`config.mk`:
```
export PLATFORM = sky130hd
export DESIGN_NAME = irq_ack_ctrl_mc
export DESIGN_NICKNAME = d
export VERILOG_FILES = /design/src/rtl/irq_ack_ctrl_mc.sv
export SDC_FILE = /design/constraint.sdc
export NUM_CORES = 1
export LEC_CHECK = 0
export BUFFER_PORTS_ARGS = -buffer_cell sky130_fd_sc_hd__buf_2
export CAP_MARGIN = 20
export CORE_MARGIN = 2
export CORE_UTILIZATION = 35
export CTS_BUF_LIST = sky130_fd_sc_hd__clkbuf_16
export DETAILED_ROUTE_END_ITERATION = 8
export GPL_TIMING_DRIVEN = 0
export SYNTH_ARGS = -nofsm -noshare
export SYNTH_HDL_FRONTEND = slang
export SYNTH_SLANG_ARGS = --single-unit
export TNS_END_PERCENT = 50
```
`constraint.sdc`:
```
create_clock -name clock -period 4.08 [get_ports clock]
set_input_delay 0.816 -clock clock [delete_from_list [all_inputs] [get_ports clock]]
set_output_delay 0.816 -clock clock [all_outputs]
set_load 0.01 [all_outputs]
```
`src/rtl/irq_ack_ctrl_mc.sv`:
```
// Multi-channel interrupt-acknowledge controller: round-robin channel select, 8-state FSM, timeout watchdog.
// Optional build macro CH_MASK_EN adds a ch_mask input that restricts which channels the round-robin visits.
module irq_ack_ctrl_mc #(
  parameter  int NUM_CH  = 4,
  parameter  int TMO_W   = 4,
  parameter  int TMO_CYC = 10,
  localparam int SEL_W   = $clog2(NUM_CH)
) (
  input  logic              clock,
  input  logic              reset,
  input  logic [NUM_CH-1:0] eql,
`ifdef CH_MASK_EN
  input  logic [NUM_CH-1:0] ch_mask,
`endif
  input  logic              cont_eql,
  output logic [SEL_W-1:0]  sel,
  output logic [1:0]        cc_mux,
  output logic [1:0]        uscite,
  output logic              enable_count,
  output logic              ackout,
  output logic              timeout_err
);

  typedef enum logic [2:0] {
    ST_INIT  = 3'b000,
    ST_WAIT  = 3'b001,
    ST_MATCH = 3'b010,
    ST_ACK   = 3'b011,
    ST_HOLD  = 3'b100,
    ST_ALT   = 3'b101,
    ST_RECOV = 3'b110,
    ST_ERR   = 3'b111
  } state_t;

  state_t            state_r;
  logic [SEL_W-1:0]  sel_r;
  logic [TMO_W-1:0]  tmo_cnt_r;
  logic [1:0]        cc_mux_r;
  logic [1:0]        uscite_r;
  logic              enable_count_r;
  logic              ackout_r;
  logic              timeout_err_r;

  logic              ch_eql_s;
  logic [SEL_W-1:0]  adv_sel_s;
  logic [TMO_W-1:0]  tmo_inc_s;
  logic              tmo_limit_s;

`ifdef CH_MASK_EN
  // First enabled channel strictly after cur, wrapping; cur itself if it is the only one; hold if none.
  function automatic logic [SEL_W-1:0] next_enabled_f(input logic [SEL_W-1:0] cur,
                                                      input logic [NUM_CH-1:0] mask);
    logic [SEL_W-1:0] res_v;
    logic [SEL_W-1:0] idx_v;
    logic             found_v;
    res_v   = cur;
    found_v = 1'b0;
    for (int k = 1; k <= NUM_CH; k++) begin
      idx_v = SEL_W'((int'(cur) + k) % NUM_CH);
      if (!found_v && mask[idx_v]) begin
        res_v   = idx_v;
        found_v = 1'b1;
      end else begin
        res_v   = res_v;
      end
    end
    return res_v;
  endfunction
`endif

  // Request line of the served channel, optionally gated by the mask while waiting.
  always_comb begin
    ch_eql_s = eql[sel_r];
`ifdef CH_MASK_EN
    if ((state_r == ST_WAIT) && !ch_mask[sel_r]) begin
      ch_eql_s = 1'b0;
    end else begin
      ch_eql_s = eql[sel_r];
    end
`endif
  end

  // Channel that the next +adv arc will load into sel.
  always_comb begin
    adv_sel_s = sel_r;
`ifdef CH_MASK_EN
    adv_sel_s = next_enabled_f(sel_r, ch_mask);
`else
    if (sel_r == SEL_W'(NUM_CH - 1)) begin
      adv_sel_s = {SEL_W{1'b0}};
    end else begin
      adv_sel_s = sel_r + SEL_W'(1);
    end
`endif
  end

  // Watchdog helpers: saturating increment and the stay that would reach the limit.
  always_comb begin
    if (tmo_cnt_r == {TMO_W{1'b1}}) begin
      tmo_inc_s = tmo_cnt_r;
    end else begin
      tmo_inc_s = tmo_cnt_r + TMO_W'(1);
    end
    tmo_limit_s = (tmo_cnt_r >= TMO_W'(TMO_CYC - 1));
  end

  // Controller FSM with registered outputs; arcs into WAIT marked adv also step sel.
  always_ff @(posedge clock or posedge reset) begin
    if (reset) begin
      state_r        <= ST_INIT;
      sel_r          <= {SEL_W{1'b0}};
      tmo_cnt_r      <= {TMO_W{1'b0}};
      cc_mux_r       <= 2'b00;
      uscite_r       <= 2'b00;
      enable_count_r <= 1'b0;
      ackout_r       <= 1'b0;
      timeout_err_r  <= 1'b0;
    end else begin
      ackout_r       <= ~cont_eql;
      enable_count_r <= ~cont_eql;
      timeout_err_r  <= 1'b0;
      case (state_r)
        ST_INIT: begin
          state_r  <= ST_WAIT;
          uscite_r <= 2'b01;
          cc_mux_r <= 2'b01;
        end
        ST_WAIT: begin
          if (ch_eql_s) begin
            state_r   <= ST_MATCH;
            uscite_r  <= 2'b00;
            cc_mux_r  <= 2'b11;
            tmo_cnt_r <= {TMO_W{1'b0}};
          end else begin
            state_r  <= ST_ALT;
            uscite_r <= 2'b01;
            cc_mux_r <= 2'b10;
          end
        end
        ST_ALT: begin
          if (ch_eql_s) begin
            state_r   <= ST_HOLD;
            uscite_r  <= 2'b00;
            cc_mux_r  <= 2'b11;
            tmo_cnt_r <= {TMO_W{1'b0}};
          end else begin
            state_r  <= ST_WAIT;
            uscite_r <= 2'b01;
            cc_mux_r <= 2'b01;
            sel_r    <= adv_sel_s;
          end
        end
        ST_MATCH: begin
          if (ch_eql_s) begin
            if (tmo_limit_s) begin
              state_r       <= ST_ERR;
              uscite_r      <= 2'b10;
              cc_mux_r      <= 2'b00;
              timeout_err_r <= 1'b1;
            end else begin
              state_r   <= ST_MATCH;
              uscite_r  <= 2'b00;
              cc_mux_r  <= 2'b11;
              tmo_cnt_r <= tmo_inc_s;
            end
          end else begin
            // Acknowledge entry wins over the counter-equal drop.
            state_r        <= ST_ACK;
            uscite_r       <= 2'b01;
            cc_mux_r       <= 2'b01;
            ackout_r       <= 1'b1;
            enable_count_r <= 1'b1;
          end
        end
        ST_ACK: begin
          if (ch_eql_s) begin
            state_r  <= ST_ACK;
            uscite_r <= 2'b01;
            cc_mux_r <= 2'b01;
          end else begin
            state_r  <= ST_WAIT;
            uscite_r <= 2'b01;
            cc_mux_r <= 2'b01;
            sel_r    <= adv_sel_s;
          end
        end
        ST_HOLD: begin
          if (ch_eql_s) begin
            if (tmo_limit_s) begin
              state_r       <= ST_ERR;
              uscite_r      <= 2'b10;
              cc_mux_r      <= 2'b00;
              timeout_err_r <= 1'b1;
            end else begin
              state_r   <= ST_HOLD;
              uscite_r  <= 2'b00;
              cc_mux_r  <= 2'b11;
              tmo_cnt_r <= tmo_inc_s;
            end
          end else begin
            state_r  <= ST_RECOV;
            uscite_r <= 2'b11;
            cc_mux_r <= 2'b10;
          end
        end
        ST_RECOV: begin
          if (ch_eql_s) begin
            state_r  <= ST_RECOV;
            uscite_r <= 2'b11;
            cc_mux_r <= 2'b10;
          end else begin
            state_r  <= ST_WAIT;
            uscite_r <= 2'b01;
            cc_mux_r <= 2'b01;
            sel_r    <= adv_sel_s;
          end
        end
        ST_ERR: begin
          if (ch_eql_s) begin
            state_r       <= ST_ERR;
            uscite_r      <= 2'b10;
            cc_mux_r      <= 2'b00;
            timeout_err_r <= 1'b1;
          end else begin
            state_r  <= ST_WAIT;
            uscite_r <= 2'b01;
            cc_mux_r <= 2'b01;
            sel_r    <= adv_sel_s;
          end
        end
        default: begin
          state_r  <= ST_INIT;
          uscite_r <= 2'b00;
          cc_mux_r <= 2'b00;
        end
      endcase
    end
  end

  assign sel          = sel_r;
  assign cc_mux       = cc_mux_r;
  assign uscite       = uscite_r;
  assign enable_count = enable_count_r;
  assign ackout       = ackout_r;
  assign timeout_err  = timeout_err_r;

endmodule
```
==> results of run 1 <==
[cells in the mapped netlist (all sizes together), types with 3 or more instances]
library cell,instances
ha,4
o21ai,5
clkbuf,3
mux2i,3
nand2b,4
buf,4
a21oi,4
nor2,7
nand2,9
inv,6
mux2,3
dfrtp,15
[layout make-up]
type                       instances  area (um2)  area share
clock buffer                       3        75.1      0.0681
inverter                           6        22.5      0.0204
timing repair buffer              15        75.1      0.0681
multi-input combinational         63         473       0.429
buffer                             7        40.0      0.0363
sequential                        15         375       0.341
tap                               30        37.5      0.0341
clock inverter                     1        3.75     0.00341
[how the worst max path moves through the flow]
| stage | cells past startpoint | slack [ps] | endpoint |
|---|---|---|---|
| floorplan | 4 | 1990 | sel[0] |
| global placement | 5 | 1850 | sel[0] |
| detailed placement | 5 | 1830 | sel[0] |
| CTS | 5 | 2000 | tmo_cnt_r[0] |
| global route | 6 | 1870 | tmo_cnt_r[0] |
| finish | 5 | 1960 | tmo_cnt_r[0] |
[sequential cells by signal (all words and copies together) (netlist names)]
signal / cells
cc_mux: 2
ackout: 1
timeout_err: 1
sel: 2
state_r: 3
tmo_cnt_r: 4
uscite: 2
[metal layers]
metal  part of all wire  up-vias
met5                  0        -
met4              0.032        0
met3              0.039        4
met2               0.47       14
met1               0.46      325
li1                   -      356
[cells by family after synthesis]
logic type	synth area share
AND/OR/NAND/NOR	0.173
AO/OA/AOI/OAI	0.173
flip-flops	0.412
buffers and inverters	0.0687
multiplexers	0.0989
adder cells (fa/ha/maj)	0.0549
XOR/XNOR	0.0192
[power breakdown]
| part | switching, mW | internal (mW) | leakage [nW] | total [mW] |
|---|---|---|---|---|
| combinational | 0.250 | 0.199 | 0.272 | 0.450 |
| sequential | 0.0308 | 0.200 | 0.185 | 0.231 |
| clock | 0.0541 | 0.129 | 0.0423 | 0.183 |
[stage by stage]
step	util	instance area (um2)	total power, mW	instances	hold WS, ps
2_1_floorplan	-	911	0.585	91	521
3_3_place_gp	0.413	1020	0.676	136	549
3_5_place_dp	0.413	1020	0.685	136	556
4_1_cts	0.445	1100	0.874	140	567
5_1_grt	0.445	1100	0.936	140	600
6_report	0.445	1100	0.864	140	563
==> metrics.md, run 1 <==
| Metric | Value |
|---|---|
| Crit path max-delay family | `simple AND/OR/NAND/NOR gates` |
| Static leakage | `about 0.50 nW` |
| Final WL | `around 1600 um` |
| Leading area contributor after synthesis | `dfrtp_1` |
| Total number of vias | `699` |
| Setup WS pre-CTS | `between 1500 and 2000 ps` |
| Chip width | `55.0 um` |
| Async SR Flop Fraction | `1.00` |
| CTS buffer count | `3` |
| Clock Sinks | `15` |
| Setup crit start | `tmo_cnt_r[0]` |
| Final Max Tran Viols | `0` |
| Met3 Use GR | `0.0403` |
| Met2 Usage GRT | `0.214` |
| Post-Syn Instances | `91` |
| Post-route setup slack | `about 2000 ps` |
| Worst Setup End Kind | `flop` |
| Largest cells by area after synthesis | `dfrtp_1 (41%), ha_1 (5.5%), nand2_1 (3.7%), mux2i_1 (3.3%), nor2_1 (2.9%)` |
| Fraction of layout cells with a size suffix above 1 | `0.300` |
| Setup TNS | `0 ps` |
| Drt pass-1 iters | `4` |
| Hold depth | `1` |
| Hold endpoint | `tmo_cnt_r[3]` |
| WL per Instance | `11.6 um` |
| CP max FO | `6` |
| Core footprint | `between 2000 and 2500 um2` |
| Final hold vios | `0` |
| Hold WC Path Type | `flop to flop` |
| Clock skew | `3.57 ps` |
| P&R area growth vs syn | `21.0%` |
| DR iter-0 viols | `5` |
| Synthesis warning total | `0` |
| DRC Markers | `0` |
| Mapped cell area | `911 um2` |
| Input/output buffers | `15` |
| CTS H-Tree Depth | `1` |
| Most common cell after layout, fill and taps aside | `buf_2` |
| Number of core rows | `18` |
| R2R Path Start | `tmo_cnt_r[0]` |
| CTS tree | `done` |
| Final setup viols | `0` |
| Worst slew pin tran | `about 630 ps` |
| Worst Setup Start Kind | `flop` |
| Skew-Pair Late Insertion Delay | `240 ps` |
| Most frequent cells in the layout | `buf_2 (17), dfrtp_1 (15), nand2_1 (9), nor2_1 (7), inv_1 (6)` |
| Post-CTS Setup Bufs | `0` |
| CTS Root Cell | `clkbuf_16` |
| Slew headroom | `0.577` |
| Die height | `55.0 um` |
| R2R depth | `5` |
| CP max stage delay | `530 ps` |
| Worst VDD drop | `roughly 0.43 mV` |
| GRT busiest layer | `met2` |
| RSZ-0062 raised after global routing | `no` |
| Syn Nets | `around 100` |
| Initial antenna violation count | `0` |
| Syn_area_per_cell | `10.0 um2` |
| M1 GR Usage | `0.154` |
| Sequential fraction of the synthesis area | `0.412` |
| Post-route antenna net violation count | `0` |
| Total Die Area | `around 3000 um2` |
| Total GRT Usage | `0.134` |
| Clk slew on worst S/H paths | `roughly 50 ps` |
| Buf+Inv Stages, Crit Path | `0` |
| Diode count | `0` |
| Register-to-register setup slack | `1960 ps` |
| DP Wirelength | `1230 um` |
| Crit path required time | `around 4200 ps` |
| Nets | `roughly 120` |
| Share of the synthesized area in the top cell type | `0.412` |
| GPL Wtd Cong | `approximately 0.85` |
| Ports | `16` |
| Post-cts sizing count | `0` |
| Distinct cells, synth | `39` |
| Vias per cell | `roughly 5` |
| Crit path cell chain | `ha_1 -> nor3b_1 -> o22ai_1 -> a21oi_2 -> mux2_4` |
| CTS Buffer Depth | `2` |
| Initial Utilization | `0.368` |
| WP data arrival | `~2300 ps` |
| Ys flop type | `dfrtp_1` |
| Synth Register Bits | `15` |
| Final Cycle Share | `0.520` |
| Fmax | `471 MHz` |
| Hold Crit Start | `tmo_cnt_r[3]` |
| First-pass GRT wire length | `2750 um` |
| Reg-to-reg endpoint | `tmo_cnt_r[0]` |
| Max-Cap Viols | `0` |
| Outcome | `completed` |
| Fillers | `253` |
| Gr ovfl total | `0` |
| Post-synth EDFFs | `0` |
| Slowest-stage cell, CP | `nor3b_1` |
| Pwr/cell area | `between 700 and 800 nW/um2` |
| Fin crit period | `2120 ps` |
| Kind of critical path | `flop to flop` |
| Vias in the first global route | `636` |
| Largest net degree at the start of global routing | `16` |
| Hold_buf cts | `0` |
(Power assumes the default switching activity.)
==> run 2, diff against run 1 <==
--- a/config.mk
+++ b/config.mk
@@ -5,6 +5,7 @@
 export SDC_FILE = /design/constraint.sdc
 export NUM_CORES = 1
 export LEC_CHECK = 0
+export ABC_AREA = 1
 export BUFFER_PORTS_ARGS = -buffer_cell sky130_fd_sc_hd__buf_2
 export CAP_MARGIN = 20
 export CORE_MARGIN = 2
==> constraint.sdc (replaced) <==
create_clock -name clock -period 1.87 [get_ports clock]
set_input_delay 0.374 -clock clock [delete_from_list [all_inputs] [get_ports clock]]
set_output_delay 0.374 -clock clock [all_outputs]
set_load 0.01 [all_outputs]
==> run 2 against run 1 <==
Critical path depth is 5 higher; sequential power grew 150%; worst setup slack lost 1500 ps; fmax is 51% higher; cell area grew 5.9%; synthesized area increased by 6.9%; utilization fell by 1.0 points; combinational power rose by 130%; non-clock buffer count down 6.
==> metrics.md, run 2 <==
| Metric | Value |
|---|---|
| Biggest regs | `tmo_cnt_r (4), state_r (3)` |
| Post-synthesis xor/xnor area fraction | `0.00900 (-0.0102)` |
| Synth top cells by count | `nand2_1 (37), dfrtp_1 (15), nand3_1 (13)` |
| Fillers | `266 (+5.1%)` |
| Kind of critical path | `flop to flop` |
| Vias per cell | `4.90 (-1.8%)` |
| Sequential fraction of the synthesis area | `0.386 (-0.0265)` |
| Diode count | `0 (unchanged)` |
| Wire length on met1 | `832 um (+12%)` |
| Core footprint | `2690 um2 (+8.4%)` |
| Simple-gate share of the synthesized area | `0.400 (+0.227)` |
| Largest net degree at the start of global routing | `16 (unchanged)` |
| Worst Setup End Kind | `flop` |
| Setup TNS | `0 ps (unchanged)` |
| Post-route antenna net violation count | `0 (unchanged)` |
| Mapped cell area | `973 um2 (+6.9%)` |
| Placed insts | `173 (+27%)` |
| Gr ovfl total | `0 (unchanged)` |
| Worst slew pin tran | `585 ps (-48.6 ps)` |
| Post-CTS Setup Bufs | `0 (unchanged)` |
| Hold slack | `184 ps (-380 ps)` |
| Synth Area in Compound Gates | `0.0707 (-0.102)` |
| Final Util | `0.435 (-0.0104)` |
| Hold_buf cts | `0 (unchanged)` |
| Most common cell after layout, fill and taps aside | `nand2_1` |
| Initial Utilization | `0.362 (-0.00531)` |
| CTS Buffer Depth | `2 (unchanged)` |
| Input/output buffers | `15 (unchanged)` |
| Clock Sinks | `15 (unchanged)` |
| Post-cts sizing count | `0 (unchanged)` |
| P&R area growth vs syn | `19.9%` |
| Top sig layer | `met4` |
| Number of core rows | `19 (+1)` |
| Vias in the first global route | `820 (+29%)` |
| Worst VDD drop | `0.890 mV (+110%)` |
| Syn Nets | `138 (+35%)` |
| WP data arrival | `1540 ps (-710 ps)` |
| Max-Cap Viols | `0 (unchanged)` |
| Skew-Pair Late Insertion Delay | `250 ps (about the same)` |
| CTS buffer count | `3 (unchanged)` |
| Static leakage | `0.652 nW (+30%)` |
| First-pass GRT wire length | `3440 um (+25%)` |
| Largest cells by area after synthesis | `dfrtp_1 (39%), nand2_1 (14%), nand3_1 (6.7%), ha_1 (5.1%), nand3_2 (5.1%)` |
| Hold WC Path Type | `primary input to async pin` |
| Worst Setup Start Kind | `flop` |
| Slew headroom | `0.609 (+0.0329)` |
| Final hold vios | `0 (unchanged)` |
| Clock skew | `4.27 ps (+0.702 ps)` |
| Fin crit period | `1410 ps (-717 ps)` |
| Max reg flops | `4 (unchanged)` |
| Clk slew on worst S/H paths | `50 ps (about the same)` |
| Post-synth EDFFs | `0 (unchanged)` |
| Final Max Tran Viols | `0 (unchanged)` |
| Fraction of layout cells with a size suffix above 1 | `0.281 (-0.0192)` |
| CTS tree | `done` |
| RSZ-0062 raised after global routing | `no` |
| Final Cell Area | `1170 um2 (+5.9%)` |
| Distinct cells, synth | `22 (-44%)` |
| Total Die Area | `3220 um2 (+6.4%)` |
| Adder-cell area share of the yosys netlist | `0.0514 (-0.00353)` |
| Nets | `158 (+30%)` |
| Post-DP Area | `1090 um2 (+6.2%)` |
| Most frequent cells in the layout | `nand2_1 (37), dfrtp_1 (15), buf_2 (15), nand3_1 (13), inv_1 (12)` |
| DR iter-0 viols | `20 (+15)` |
| Ys flop type | `dfrtp_1` |
| Total GRT Usage | `0.135 (+0.00112)` |
| Routed wl met3 | `130 um (+110%)` |
| Die height | `56.7 um (+3.1%)` |
| DRC Markers | `0 (unchanged)` |
| Initial antenna violation count | `0 (unchanged)` |
| Leading area contributor after synthesis | `dfrtp_1` |
| Synth Register Bits | `15 (unchanged)` |
| Total number of vias | `868 (+24%)` |
| Fmax | `711 MHz (+51%)` |
| Post-Syn Instances | `127 (+40%)` |
| DP Wirelength | `1520 um (+24%)` |
| Mux contribution to synthesized area | `0 (-0.0989)` |
| Async SR Flop Fraction | `1.00 (unchanged)` |
| Drt pass-1 iters | `5 (+1)` |
| Share of the synthesized area in the top cell type | `0.386 (-0.0265)` |
| Chip width | `56.7 um (+3.1%)` |
| Synthesis warning total | `0 (unchanged)` |
| Non-Filler Instances | `177 (+26%)` |
| CTS H-Tree Depth | `1 (unchanged)` |
| CTS Root Cell | `clkbuf_16` |
| Final setup viols | `0 (unchanged)` |
| Pwr/cell area | `1750 nW/um2 (+120%)` |
| Biggest register | `tmo_cnt_r` |
| Met2 WL | `937 um (+23%)` |
| Most numerous cell in the Yosys netlist | `nand2_1` |
| GPL Wtd Cong | `0.854 (+0.19%)` |
| Largest family of logic cells by synthesized area | `simple AND/OR/NAND/NOR gates` |
| Syn_area_per_cell | `7.66 um2 (-23%)` |
| Final WL | `1920 um (+19%)` |
| Crit path required time | `2000 ps (-2210 ps)` |
| Outcome | `completed` |
| CP max FO | `5 (-1)` |
| Ports | `16 (unchanged)` |
| WL per Instance | `10.9 um (-6.2%)` |
| Final Cycle Share | `0.752 (+0.231)` |
## run 2: where the power goes
part / internal (mW) / total (mW) / switching [mW] / leakage (nW)
Combinational: 0.375 / 1.05 / 0.677 / 0.422
Sequential: 0.451 / 0.577 / 0.126 / 0.189
Clock: 0.285 / 0.412 / 0.127 / 0.0409
Total: 1.11 / 2.04 / 0.929 / 0.652
## run 2: final timing paths
check                             start  cells past startpoint  slack, ps      endpoint
setup / recovery           tmo_cnt_r[1]                     10        460  tmo_cnt_r[2]
hold / removal                    reset                      2        180    state_r[2]
setup reg to reg           tmo_cnt_r[1]                     10        460  tmo_cnt_r[2]
hold reg to reg            tmo_cnt_r[3]                      2        550  tmo_cnt_r[3]
max in group asynchronous         reset                      2       1300  tmo_cnt_r[3]
min in group clock             cont_eql                      2        300        ackout
## run 2: final cells by class
cell class	count	area, um2	area share
tap	31	38.8	0.0332
multi-input combinational	92	517	0.443
clock buffer	3	75.1	0.0643
clock inverter	1	5.00	0.00429
timing repair buffer	15	75.1	0.0643
sequential	15	375	0.322
buffer	1	7.51	0.00643
inverter	19	73.8	0.0632
## run 2: kinds of logic (layout without fill, tap and decap cells)
group                    count (synthesis)  after routing
AO/OA/AOI/OAI                           13             13
adder cells (fa/ha/maj)                  4              4
flip-flops                              15             15
buffers and inverters                   20             39
XOR/XNOR                                 1              1
AND/OR/NAND/NOR                         74             74
## run 2: worst max-delay path, cell delays in order (launching register included)
cell and delay (ps):
dfrtp_1 400, inv_1 80, ha_1 180, inv_1 50, nand3b_1 70, nand2_1 90
inv_1 100, nand2_4 90, nand3_2 100, nand2_1 80, nand2_1 50
## run 2: metrics by stage
step / power, mW / worst slack, ps
3_3_place_gp: 1.61 / 491
4_1_cts: 2.07 / 446
5_1_grt: 2.23 / 310
6_report: 2.04 / 464
2_1_floorplan: 1.39 / 625
3_5_place_dp: 1.64 / 456
## run 2: metal layers
metal	vias up	GRT usage
met2	25	0.226
met3	4	0.0484
met4	0	0.0332
met1	394	0.165
li1	445	-
met5	-	0
==> run 3, diff against run 2 <==
==> constraint.sdc (replaced) <==
create_clock -name clock -period 1.4 [get_ports clock]
set_input_delay 0.28 -clock clock [delete_from_list [all_inputs] [get_ports clock]]
set_output_delay 0.28 -clock clock [all_outputs]
set_load 0.01 [all_outputs]
==> run 3 against run 2 <==
Non-clock buffer count grew 1; largest power group unchanged; register-to-register slack got worse by 370 ps; worst setup slack got worse by 370 ps; wire length is 1.6% higher; cell area increased by 2.5%; fmax grew 7.7%; sequential share of layout area decreased by 0.56 points; via count rose by 0.35%; highest routed layer unchanged.
==> metrics.md, run 3 (synthesis gave the netlist of run 2 again) <==
| Metric | Value |
|---|---|
| Combinational share of power | `0.532 (+0.017)` |
| Drt pass-1 iters | `4 (-1)` |
| Worst slew pin tran | `582 ps (-3.49 ps)` |
| Post-route antenna net violation count | `0 (unchanged)` |
| WP data arrival | `1430 ps (-110 ps)` |
| Crit path cell chain | `ha_2 -> inv_1 -> nand3b_1 -> nand2_2 -> inv_2 -> nand2_4 -> nand3_4 -> nand2_1 -> nand2_1` |
| CTS Root Cell | `clkbuf_16` |
| Total Die Area | `3220 um2 (unchanged)` |
| Final setup viols | `0 (unchanged)` |
| Chip width | `56.7 um (unchanged)` |
| Initial Utilization | `0.362 (unchanged)` |
| Crit path required time | `1530 ps (-470 ps)` |
| RSZ-0062 raised after global routing | `no` |
| First-pass GRT wire length | `3420 um (-0.41%)` |
| Worst Setup Start Kind | `flop` |
| Internal Pwr Total | `1.53 mW (+38%)` |
| Pwr/cell area | `2360 nW/um2 (+35%)` |
| Core footprint | `2690 um2 (unchanged)` |
| Hold slack | `88.2 ps (-95.4 ps)` |
| Final Cycle Share | `0.933 (+0.181)` |
| CP max stage delay | `440 ps (+40 ps)` |
| Most frequent cells in the layout | `nand2_1 (36), buf_2 (15), nand3_1 (13), dfrtp_1 (13), inv_1 (10)` |
| Clock power frac | `0.195 (-0.007)` |
| Slowest-stage cell, CP | `dfrtp_2` |
| Final Util | `0.445 (+0.0107)` |
| Static leakage | `0.653 nW (+0.20%)` |
| Skew-Pair Late Insertion Delay | `250 ps (about the same)` |
| WL per Instance | `11.0 um (+1.0%)` |
| Worst VDD drop | `1.19 mV (+34%)` |
| Largest net degree at the start of global routing | `16 (unchanged)` |
| Clock Sinks | `15 (unchanged)` |
| Post-DP Area | `1090 um2 (unchanged)` |
| Initial antenna violation count | `0 (unchanged)` |
| Fillers | `263 (-1.1%)` |
| CTS Buffer Depth | `2 (unchanged)` |
| Clk slew on worst S/H paths | `50 ps (about the same)` |
| P_sw | `1.29 mW (+38%)` |
| Outcome | `completed` |
| Vias in the first global route | `815 (-0.61%)` |
| Nets | `159 (+0.63%)` |
| DP Wirelength | `1520 um (unchanged)` |
| Worst Setup End Kind | `flop` |
| DRC Markers | `0 (unchanged)` |
| Fmax | `766 MHz (+7.7%)` |
| Ports | `16 (unchanged)` |
| GPL Wtd Cong | `0.854 (unchanged)` |
| Fin crit period | `1310 ps (-100 ps)` |
| Crit path max-delay family | `simple AND/OR/NAND/NOR gates` |
| Total number of vias | `871 (+0.35%)` |
| DR iter-0 viols | `22 (+10%)` |
| Switch share | `0.456 (+0.00107)` |
| Fraction of layout cells with a size suffix above 1 | `0.333 (+0.0525)` |
| Kind of critical path | `flop to flop` |
| Sequential power share | `0.273 (-0.010)` |
| Number of core rows | `19 (unchanged)` |
| Die height | `56.7 um (unchanged)` |
| Input/output buffers | `15 (unchanged)` |
| CTS buffer count | `3 (unchanged)` |
| Total GRT Usage | `0.134 (-0.000478)` |
| Gr ovfl total | `0 (unchanged)` |
| P&R area growth vs syn | `22.9%` |
| CTS H-Tree Depth | `1 (unchanged)` |
| Slew headroom | `0.612 (+0.00233)` |
| Final WL | `1950 um (+1.6%)` |
| Final Cell Area | `1200 um2 (+2.5%)` |
| Diode count | `0 (unchanged)` |
| Biggest register | `tmo_cnt_r` |
| Final hold vios | `0 (unchanged)` |
| Final Max Tran Viols | `0 (unchanged)` |
| Most common cell after layout, fill and taps aside | `nand2_1` |
| CP max FO | `6 (+1)` |
| Clock skew | `4.09 ps (-0.189 ps)` |
| Hold WC Path Type | `primary input to async pin` |
| Max reg flops | `4 (unchanged)` |
| Buf+Inv Stages, Crit Path | `2 (-1)` |
| Vias per cell | `4.89 (-0.22%)` |
| Biggest regs | `tmo_cnt_r (4), state_r (3)` |
| Power, Total | `2.82 mW (+38%)` |
| CTS tree | `done` |
| Max-Cap Viols | `0 (unchanged)` |
| Most frequent CP cell | `nand2_1` |
| Placed insts | `173 (unchanged)` |
| Non-Filler Instances | `178 (+0.56%)` |
-- run 3: worst paths after layout --
kind	startpoint	to	slack, ps	depth (start not counted)
hold reg to reg	tmo_cnt_r[3]	tmo_cnt_r[3]	560	2
max in group asynchronous	reset	tmo_cnt_r[0]	900	2
setup reg to reg	tmo_cnt_r[0]	tmo_cnt_r[2]	90	9
setup / recovery	tmo_cnt_r[0]	tmo_cnt_r[2]	90	9
min in group clock	cont_eql	ackout	210	2
hold / removal	reset	state_r[2]	90	2
-- run 3: area by class of cell --
| class | count | area [um2] | area share |
|---|---|---|---|
| Buffer | 1 | 7.51 | 0.00628 |
| Clock buffer | 3 | 75.1 | 0.0628 |
| Clock inverter | 1 | 5.00 | 0.00418 |
| Inverter | 19 | 76.3 | 0.0638 |
| Multi-Input combinational cell | 92 | 533 | 0.446 |
| Sequential cell | 15 | 378 | 0.316 |
| Tap cell | 31 | 38.8 | 0.0324 |
| Timing Repair Buffer | 16 | 82.6 | 0.0690 |
-- run 3: layer usage --
metal	up-vias	GRT usage	routed length, um
met1	396	0.165	831
met5	-	0	0
met3	2	0.0484	127
met4	0	0.0332	10
met2	26	0.224	984
li1	447	-	-
-- run 3: power groups by stage --
stage | Clock (mW) | Sequential [mW] | Combinational (mW)
final | 0.550 | 0.770 | 1.50
after global routing | 0.585 | 0.801 | 1.69
after CTS | 0.568 | 0.764 | 1.45
after detailed placement | 0 | 0.779 | 1.42
after global placement | 0 | 0.773 | 1.37
after floorplan | 0 | 0.800 | 1.06
-- run 3: per-stage QoR --
step                setup slack (ps)  setup TNS, ps
floorplan                        155              0
finish                          94.5              0
global route                    1.71              0
global placement                21.1              0
CTS                             15.5              0
detailed placement             -13.5          -43.4
-- run 3: timing repair --
| action | CTS | global route |
|---|---|---|
| setup buffers | 1 | 0 |
| gates resized for setup | 1 | 8 |
| hold buffers | 0 | 0 |
| pin swaps | 0 | 2 |
| endpoints found under the setup margin | 4 | 9 |
| gates cloned | 0 | 0 |
-- run 3: worst register-to-register path: stages (launching register included) --
cell,delay (ps)
dfrtp_2,440
ha_2,180
inv_1,40
nand3b_1,80
nand2_2,90
inv_2,60
nand2_4,100
nand3_4,80
nand2_1,70
nand2_1,60
